$ cat src/rtl/cpu_display_scan.sv
// cpu_display_scan: 8-digit common-anode seven-segment scanner for CPU display/cycle_count; macro CPU_DISPLAY_LEADING_ZERO_BLANK_EN blanks leading zeros
module cpu_display_scan #(
    parameter int SCAN_DIV = 50000,
    parameter int DIGITS   = 8
) (
    input  logic        clk,
    input  logic        clr,
    input  logic [31:0] display,
    input  logic [31:0] cycle_count,
    input  logic        halt,
    input  logic        sel_cycle,
    output logic [7:0]  an,
    output logic [7:0]  seg,
    output logic [31:0] value_shown,
    output logic        halted
);
    localparam logic [15:0] DIV_LAST = 16'(SCAN_DIV - 1);
    localparam logic [2:0]  IDX_LAST = 3'(DIGITS - 1);
    localparam logic [6:0]  HEX7 [16] = '{
        7'h40, 7'h79, 7'h24, 7'h30, 7'h19, 7'h12, 7'h02, 7'h78,
        7'h00, 7'h10, 7'h08, 7'h03, 7'h46, 7'h21, 7'h06, 7'h0E
    };

    logic [15:0] div_cnt;
    logic [2:0]  idx;
    logic [31:0] disp_snap, cyc_snap;
    logic        tick, frame_start, load, blank;
    logic [3:0]  nibble;

    assign tick        = div_cnt == DIV_LAST;
    assign frame_start = tick && idx == IDX_LAST;
    assign load        = !halted && (halt || frame_start);
    assign value_shown = sel_cycle ? cyc_snap : disp_snap;
    assign nibble      = value_shown[{idx, 2'b00} +: 4];
`ifdef CPU_DISPLAY_LEADING_ZERO_BLANK_EN
    // a digit is blank when it and every more-significant nibble are zero; digit 0 always shows
    assign blank = idx != 3'd0 && (value_shown >> {idx, 2'b00}) == 32'd0;
`else
    assign blank = 1'b0;
`endif

    // per-digit dwell divider and digit index
    always_ff @(posedge clk or posedge clr) begin
        if (clr) begin
            div_cnt <= '0;
            idx     <= '0;
        end else begin
            div_cnt <= tick ? '0 : div_cnt + 16'd1;
            idx     <= tick ? idx + 3'd1 : idx;
        end
    end

    // snapshot once per frame, or immediately on the first halt, then freeze until reset
    always_ff @(posedge clk or posedge clr) begin
        if (clr) begin
            disp_snap <= '0;
            cyc_snap  <= '0;
            halted    <= 1'b0;
        end else if (load) begin
            disp_snap <= display;
            cyc_snap  <= cycle_count;
            halted    <= halt;
        end
    end

    // registered anode/segment drive; dp of digit 0 marks a halted CPU
    always_ff @(posedge clk or posedge clr) begin
        if (clr) begin
            an  <= 8'hFF;
            seg <= 8'hFF;
        end else begin
            an  <= ~(8'd1 << idx);
            seg <= {~(halted && idx == 3'd0), blank ? 7'h7F : HEX7[nibble]};
        end
    end
endmodule

$ cat config.mk
export PLATFORM = sky130hd
export DESIGN_NAME = cpu_display_scan
export DESIGN_NICKNAME = d
export VERILOG_FILES = /design/src/rtl/cpu_display_scan.sv
export SDC_FILE = /design/constraint.sdc
export NUM_CORES = 1
export LEC_CHECK = 0
export ABC_AREA = 0
export CAP_MARGIN = 15
export CORE_ASPECT_RATIO = 1.2
export CORE_MARGIN = 3
export CORE_UTILIZATION = 35
export DETAILED_ROUTE_END_ITERATION = 10
export PLACE_DENSITY_LB_ADDON = 0.2
export SLEW_MARGIN = 20
export SYNTH_ARGS = -nofsm -noshare
export SYNTH_HDL_FRONTEND = slang
export SYNTH_SLANG_ARGS = --single-unit
$ cat constraint.sdc
create_clock -name clk -period 4.3 [get_ports clk]
set_input_delay 1.29 -clock clk [delete_from_list [all_inputs] [get_ports clk]]
set_output_delay 1.29 -clock clk [all_outputs]
set_load 0.05 [all_outputs]
* Word level (Yosys, flattened, before mapping) *
Memory sizes are Yosys's and may differ from the RTL's. A register that Yosys moved wholly into a read port is not among the register bits.
Index checks and enable logic that the tools add are counted.
W data, S select, Z words.

word-level totals
  register bits = 100
  ROM bits = 112
  input bits = 68
  output and inout port bits = 49
  word-level logic and storage cells = 28
  memories kept = 1

memories
  name             words  bits a word  rd ports  clocked after Yosys merged registers in  write ports  RTL line  text
  (no name shown)  16     7            1         1                                        0            73        seg <= {~(halted && idx == 3'd0), blank ? 7'h7F : HEX7[nibble]};

operators by class
  add/sub/neg operators = 2
  order comparisons = 1
  equality and inequality tests = 2
  shifts and indexed selects = 2
  muxes and demuxes = 4
  bitwise logic cells = 3
  reductions and logical operators = 6

operator list
  operator                 number
  $mux W32                 1
  $shiftx A32 B6 Y4        1
  $add A16 B1 Y16 const B  1
  $eq A16 B16 Y1 const B   1
  $mux W16                 1
  $mux W7                  2
  $not A8 Y8               1
  $shl A1 B3 Y8 const A    1
  $ge A5 B5 Y1 const B     1
  $not A4 Y5               1
  $add A3 B1 Y3 const B    1
  $eq A3 B3 Y1 const B     1
  $logic_and A1 B1 Y1      3
  $logic_not A3 Y1         1
  $logic_not A1 Y1         1
  $logic_or A1 B1 Y1       1
  $not A1 Y1               1

* Depth between registers and ports, before layout *
Gate-level depths: netlist of run 1.

  depth in word-level cells = 6
  mapped depth = 10
  mapped depth without buffers = 8

* Worst setup path before layout of run 1 *
Ideal clock, no wire load.

  path type = input port to output port
  from = input port sel_cycle
  to = output port value_shown[0]
  arrival time = 2.537 ns
  required time = 3.010 ns
  path slack = 0.473 ns
  cell stages on the path = 4
  path buffers = 3
  cell sequence = buf_2 -> buf_2 -> buf_1 -> mux2_2

on the way
  word-level cells in the longest chain between the ends = 1

ends and longest elaborated chain
  element          RTL line  text
  start, declared  11        input logic sel_cycle,
  $mux W32         33        assign value_shown = sel_cycle ? cyc_snap : disp_snap;
  end, declared    14        output logic [31:0] value_shown,

No other way between the ends.

* Worst setup path in the final report of run 1 *
  from = input port sel_cycle
  to = output port value_shown[16]

Same word-level chain as after synthesis.

==> impl_metrics.ini, run 1 <==
[timing]
fin_crit_ns = 4.06
report.final.setup_viol = 0
post-route-period-util = 0.945
rsz0062_at_grt = no
max_slew_margin = 0.582
drv_slew = 0
max_freq_mhz = 246
finalWorstSetupSlack_ns = 0.236
hold_violations = 0
worstMarginPinSlew_ns = 0.628
skew_ns = 0.00921
setup_tns_ns = 0

[global_routing]
grt_busiest_layer = met2
use_met3 = 0.0417
grt_overflow = 0
grt_max_degree = 52
antenna_found_initial = 0
grt_pass1_vias = 3434
grtUsageMet2 = 0.236
grt_usage = 0.148
grt_pass1_wl_um = 18100
grt_use_met1 = 0.194

[detailed_routing]
drt_pass1_iterations = 4
wire_per_inst_um = 17.0
wirelength_um = 11000
vias = 3191
vias_per_cell = 4.93
drc = 0
drtAntennaViolNets = 0
drt_iter0_markers = 98

[power_and_ir_drop]
p_leak_uw = 0.00284
power.density_nw_per_um2 = 380
irDropWorstVdd_mv = 0.194

[die]
die_x_um = 115
start_util = 0.360
die_area_um2 = 15800
rows = 47
core-area_um2 = 13900
fp.dieH_um = 137
pin_count = 117

[placed_design]
gp_congestion = 0.792
pre_cts_slack_ns = 0.231
port_buffers = 116
dp_hpwl_um = 7990

[synth]
synthesis.area_um2 = 5020
synth_area_per_cell_um2 = 14.2
ys_ff_latch = 100
synth-seq-area-share = 0.502
synthArstFlopShare = 1.00
synth_nets = 436
yosysWarnings = 0
ys_types = 41
synth-main-ff-cell = dfrtp_1
synth-edff-count = 0
syn_inst = 355

[final_layout]
nNetsFinal = 552
layout-drive-gt1-share = 0.229
diodes = 0
fillerInstances = 1258
area_growth_pct = 31.1

[clock_tree]
cts_repair_resize_count = 0
cts_hold_buf = 0
cts.sinks = 100
htree_levels = 3
root_buffer = clkbuf_16
clk_pin_slew_ns = 0.07
cts_tree = done
clk_path_buf_depth = 2
insertion_delay_ns = 0.34
numCtsBuffers = 9
postCtsSetupBuffers = 0

[job]
max_cap_violations = 0

[setup_path]
end_kind = output pin
start_kind = input port
critPathKind = in -> out
crit_arrival_ns = 2.77
crit_fanout = 30
required_ns = 3.01

[hold_path]
hold_class = reg -> reg

[status]
status = finished, final reports clean
## area by class of cell
class / count / area [um^2] / share of cell area
flip-flops and latches: 100 / 2520 / 0.383
multi-input cells: 225 / 2300 / 0.349
repair buffers: 123 / 1210 / 0.184
clock buffers: 11 / 253 / 0.0384
well taps: 171 / 214 / 0.0325
inverters: 12 / 47.5 / 0.00722
clock inverters: 5 / 36.3 / 0.00551
## metrics by stage
stage | util | total power, uW | hold WS, ns | area, um^2 | instances
global route | 0.472 | 2620 | 0.516 | 6590 | 647
detailed placement | 0.452 | 1750 | 0.476 | 6300 | 631
CTS | 0.472 | 2540 | 0.486 | 6590 | 647
floorplan | - | 1520 | 0.455 | 5020 | 355
global placement | 0.452 | 1740 | 0.471 | 6300 | 631
finish | 0.472 | 2500 | 0.480 | 6590 | 647
## report_power, final
part           total, uW  internal (uW)  leakage, uW  switching [uW]
clock network        780            424     0.000134             355
logic                631            275      0.00148             356
registers           1090           1040      0.00122            53.5
total               2500           1740      0.00284             765
## sequential cells by signal (all words and copies together) (netlist names)
signal	cells
an	8
cyc_snap	32
disp_snap	32
div_cnt	16
halted	1
idx	3
seg	8
## path summary, 6_finish.rpt
path | start | endpoint | cells after the start | slack, ns
max | sel_cycle | value_shown[16] | 4 | 0.24
min | div_cnt[0]$_DFF_PP0_ | div_cnt[0]$_DFF_PP0_ | 1 | 0.48
max reg2reg | div_cnt[0]$_DFF_PP0_ | cyc_snap[13]$_DFFE_PP0P_ | 7 | 1.44
min reg2reg | div_cnt[0]$_DFF_PP0_ | div_cnt[0]$_DFF_PP0_ | 1 | 0.48
max in group asynchronous | clr | cyc_snap[8]$_DFFE_PP0P_ | 3 | 2.22
min in group asynchronous | clr | disp_snap[7]$_DFFE_PP0P_ | 2 | 1.38
## per-layer routing
metal	up-vias	part of all wire	wire, um
met5	-	0	0
met4	0	0.014	155
met3	9	0.057	624
met2	77	0.49	5380
met1	1604	0.44	4810
li1	1501	-	-
## critical path, cell delays in order
cell and delay [ns]:
buf_2 0.17, buf_12 0.23, mux2_2 0.36, clkdlybuf4s50_1 0.71
## cells in the mapped netlist (2+ instances only)
cell,instances,share of area
nand2_1,15,0.011
xor2_1,10,0.017
dfrtp_1,84,0.42
o2bb2ai_1,2,0.0035
nor2_1,13,0.0097
inv_1,12,0.0090
clkbuf_1,2,0.0015
nand3_2,2,0.0040
nor4bb_1,2,0.0040
nand4_1,2,0.0025
a22oi_2,2,0.0050
dfstp_2,16,0.084
nand3_1,14,0.014
nor2b_1,3,0.0037
buf_1,3,0.0022
xnor2_1,6,0.010
ha_1,13,0.032
buf_2,3,0.0030
buf_6,9,0.020
mux2_2,32,0.072
and3_1,3,0.0037
mux4_2,12,0.054
a22oi_1,2,0.0030
o22ai_1,2,0.0025
nor3_1,2,0.0020
mux2_1,66,0.15
mux2i_1,6,0.012
mux4_1,4,0.021
## cells by family (layout without fill, tap and decap cells)
logic type / after synthesis / in the layout / synth area share
muxes: 120 / 120 / 0.306
DFF: 100 / 100 / 0.502
and+or+nand+nor: 64 / 64 / 0.0700
buffers and inverters: 30 / 151 / 0.0399
xor gates and xnor gates: 16 / 16 / 0.0279
adders and majority gates: 13 / 13 / 0.0324
AOI/OAI and AO/OA: 12 / 12 / 0.0214
## cell usage in the layout (no fill, tap or decap), types with 2 or more instances in the layout
master	instances
mux2_2	32
clkbuf_8	2
mux2i_1	6
clkdlybuf4s50_1	101
clkbuf_16	9
a22oi_2	2
o2bb2ai_1	2
and3_1	3
nand2_1	15
nand4_1	2
clkinvlp_4	3
nor3_1	2
mux4_2	12
nor2_1	13
buf_12	3
inv_1	11
mux2_1	66
dfrtp_1	84
nor2b_1	3
nand3_2	2
nand3_1	14
nor4bb_1	2
dfstp_2	16
a22oi_1	2
buf_4	18
mux4_1	4
o22ai_1	2
xor2_1	10
xnor2_1	6
ha_1	13
No activity file was read; power rests on OpenSTA's default activity.
==> run 2, diff against run 1 <==
--- a/config.mk
+++ b/config.mk
@@ -9,9 +9,10 @@
 export CAP_MARGIN = 15
 export CORE_ASPECT_RATIO = 1.2
 export CORE_MARGIN = 3
-export CORE_UTILIZATION = 35
+export CORE_UTILIZATION = 42
 export DETAILED_ROUTE_END_ITERATION = 10
 export PLACE_DENSITY_LB_ADDON = 0.2
+export SETUP_SLACK_MARGIN = 0.5
 export SLEW_MARGIN = 20
 export SYNTH_ARGS = -nofsm -noshare
 export SYNTH_HDL_FRONTEND = slang
==> run 2 against run 1 <==
Effect of this change:
- clock skew shrank 0.0032 ns
- core utilization grew 8.8 points
- sequential cell count is the same
- global-route usage grew 1.1 points
- non-clock buffer count is the same
- first-iteration DRC count shrank 11%
- clock power is essentially flat
- largest power group unchanged
==> impl_metrics.ini, run 2 (synthesis results as in run 1) <==
[final_layout]
final_core_util = 0.561
diodes = 0
final_cells = 633
layout-drive-gt1-share = 0.252
largestRegisters = cyc_snap x32, disp_snap x32, div_cnt x16
final_common_cell = dfrtp_1
final_cell_mix = dfrtp_1, clkdlybuf4s50_1, mux2_1
fillerInstances = 1001
area_growth_pct = 29.8
nNetsFinal = 552

[clock_tree]
numCtsBuffers = 9
insertion_delay_ns = 0.34
postCtsSetupBuffers = 0
cts_hold_buf = 0
cts_tree = done
clk_pin_slew_ns = 0.07
cts.sinks = 100
clk_path_buf_depth = 2
htree_levels = 3
root_buffer = clkbuf_16

[power_and_ir_drop]
p_leak_uw = 0.00287
power.density_nw_per_um2 = 382
irDropWorstVdd_mv = 0.218
p_comb_frac = 0.249
p_clk_frac = 0.313
p_switching_uw = 740
p_seq_frac = 0.438
p_sw_frac = 0.297
power.internal_uw = 1750
p_total_uw = 2490

[setup_path]
critPathTopFamily = buffers and inverters
critPathKind = in -> out
required_ns = 3.01
end_kind = output pin
crit_fanout = 42
rr_startpoint = idx[0]$_DFFE_PP0N_
slowest_stage = mux2_2
path_buf_inv = 3
slowest_delay_ns = 0.40
cp-startpoint = sel_cycle
start_kind = input port
crit_arrival_ns = 2.45
crit_chain = buf_2 > buf_6 > mux2_2 > buf_4

[detailed_routing]
vias_per_cell = 4.96
drt_iter0_markers = 87
vias = 3139
drt_pass1_iterations = 4
wirelength_um = 10200
drtAntennaViolNets = 0
drc = 0
wire_per_inst_um = 16.1

[global_routing]
grt_max_degree = 43
antenna_found_initial = 0
grt_overflow = 0
grt_pass1_vias = 3384
grt_pass1_wl_um = 16700
grt_usage = 0.159

[die]
start_util = 0.432
die_area_um2 = 13300
fp.dieH_um = 126
pin_count = 117
core-area_um2 = 11600
rows = 43
die_x_um = 106

[job]
max_cap_violations = 0

[timing]
skew_ns = 0.00601
rsz0062_at_grt = no
report.final.setup_viol = 0
fin_crit_ns = 3.74
hold_violations = 0
setup_tns_ns = 0
holdWs_ns = 0.490
drv_slew = 0
worstMarginPinSlew_ns = 0.946
max_slew_margin = 0.368
post-route-period-util = 0.870
max_freq_mhz = 267

[placed_design]
dp.cells = 617
dp_hpwl_um = 7630
port_buffers = 116
gp_congestion = 0.769

[hold_path]
hold_class = reg -> reg
hp-start = div_cnt[0]$_DFF_PP0_

[status]
status = finished, final reports clean
==> run 2: cell count changes in the layout (fill, tap and decap cells not counted) <==
cell / delta
dlygate4sd2_1: +5
clkbuf_8: -2
buf_4: +13
clkinv_2: +2
buf_6: +1
inv_4: -1
bufinv_16: +1
clkdlybuf4s50_1: -18
clkinvlp_4: -2
buf_12: -1
clkbuf_1: +2
==> run 2: per-stage QoR <==
step	worst slack, ns	instance area, um^2
after floorplan	0.627	5030
after global placement	0.452	6230
after detailed placement	0.439	6230
after CTS	0.566	6520
after global routing	0.512	6520
final	0.559	6520
==> run 2: layout make-up <==
class	instances	area, um^2	share of cell area
repair buffers	123	1160	0.179
clock inverters	5	53.8	0.00825
multi-input cells	225	2300	0.353
clock buffers	11	233	0.0357
inverters	12	48.8	0.00749
well taps	157	196	0.0301
flip-flops and latches	100	2520	0.387
==> run 2: worst reg2reg max path, cell delays in order, from the launching register on <==
cell     delay [ns]
dfrtp_1        0.66
buf_4          0.27
mux4_2         0.54
a22oi_1        0.16
nand3_1        0.22
inv_1          0.19
ha_1           0.26
inv_1          0.08
mux2i_1        0.06
a32o_2         0.23
==> run 2: repair_timing <==
item / CTS / global route
endpoints found under the hold margin: 0 / 0
resized for setup: 6 / 0
setup endpoints to repair: 32 / 0
==> run 2: final timing paths <==
| check | endpoint | slack [ns] | depth (start not counted) |
|---|---|---|---|
| worst max-delay path | value_shown[11] | 0.56 | 4 |
| worst min-delay path | div_cnt[0]$_DFF_PP0_ | 0.49 | 1 |
| worst max register to register | seg[1]$_DFF_PP1_ | 1.55 | 9 |
| worst min register to register | div_cnt[0]$_DFF_PP0_ | 0.49 | 1 |
| max in group asynchronous | seg[7]$_DFF_PP1_ | 1.99 | 3 |
| min in group asynchronous | cyc_snap[7]$_DFFE_PP0P_ | 1.50 | 2 |
==> run 2: power groups by stage <==
stage,logic (uW),clock network [uW],registers [uW]
after floorplan,370,0,1150
after global placement,622,0,1110
after detailed placement,630,0,1110
after CTS,628,801,1090
after global routing,656,834,1100
final,620,780,1090
==> run 2: routing by layer <==
layer / wire length (um) / part of all wire / track usage
met1: 4590 / 0.45 / 0.207
met5: 0 / 0 / 0
met2: 5000 / 0.49 / 0.261
met4: 230 / 0.023 / 0.0678
met3: 389 / 0.038 / 0.0308
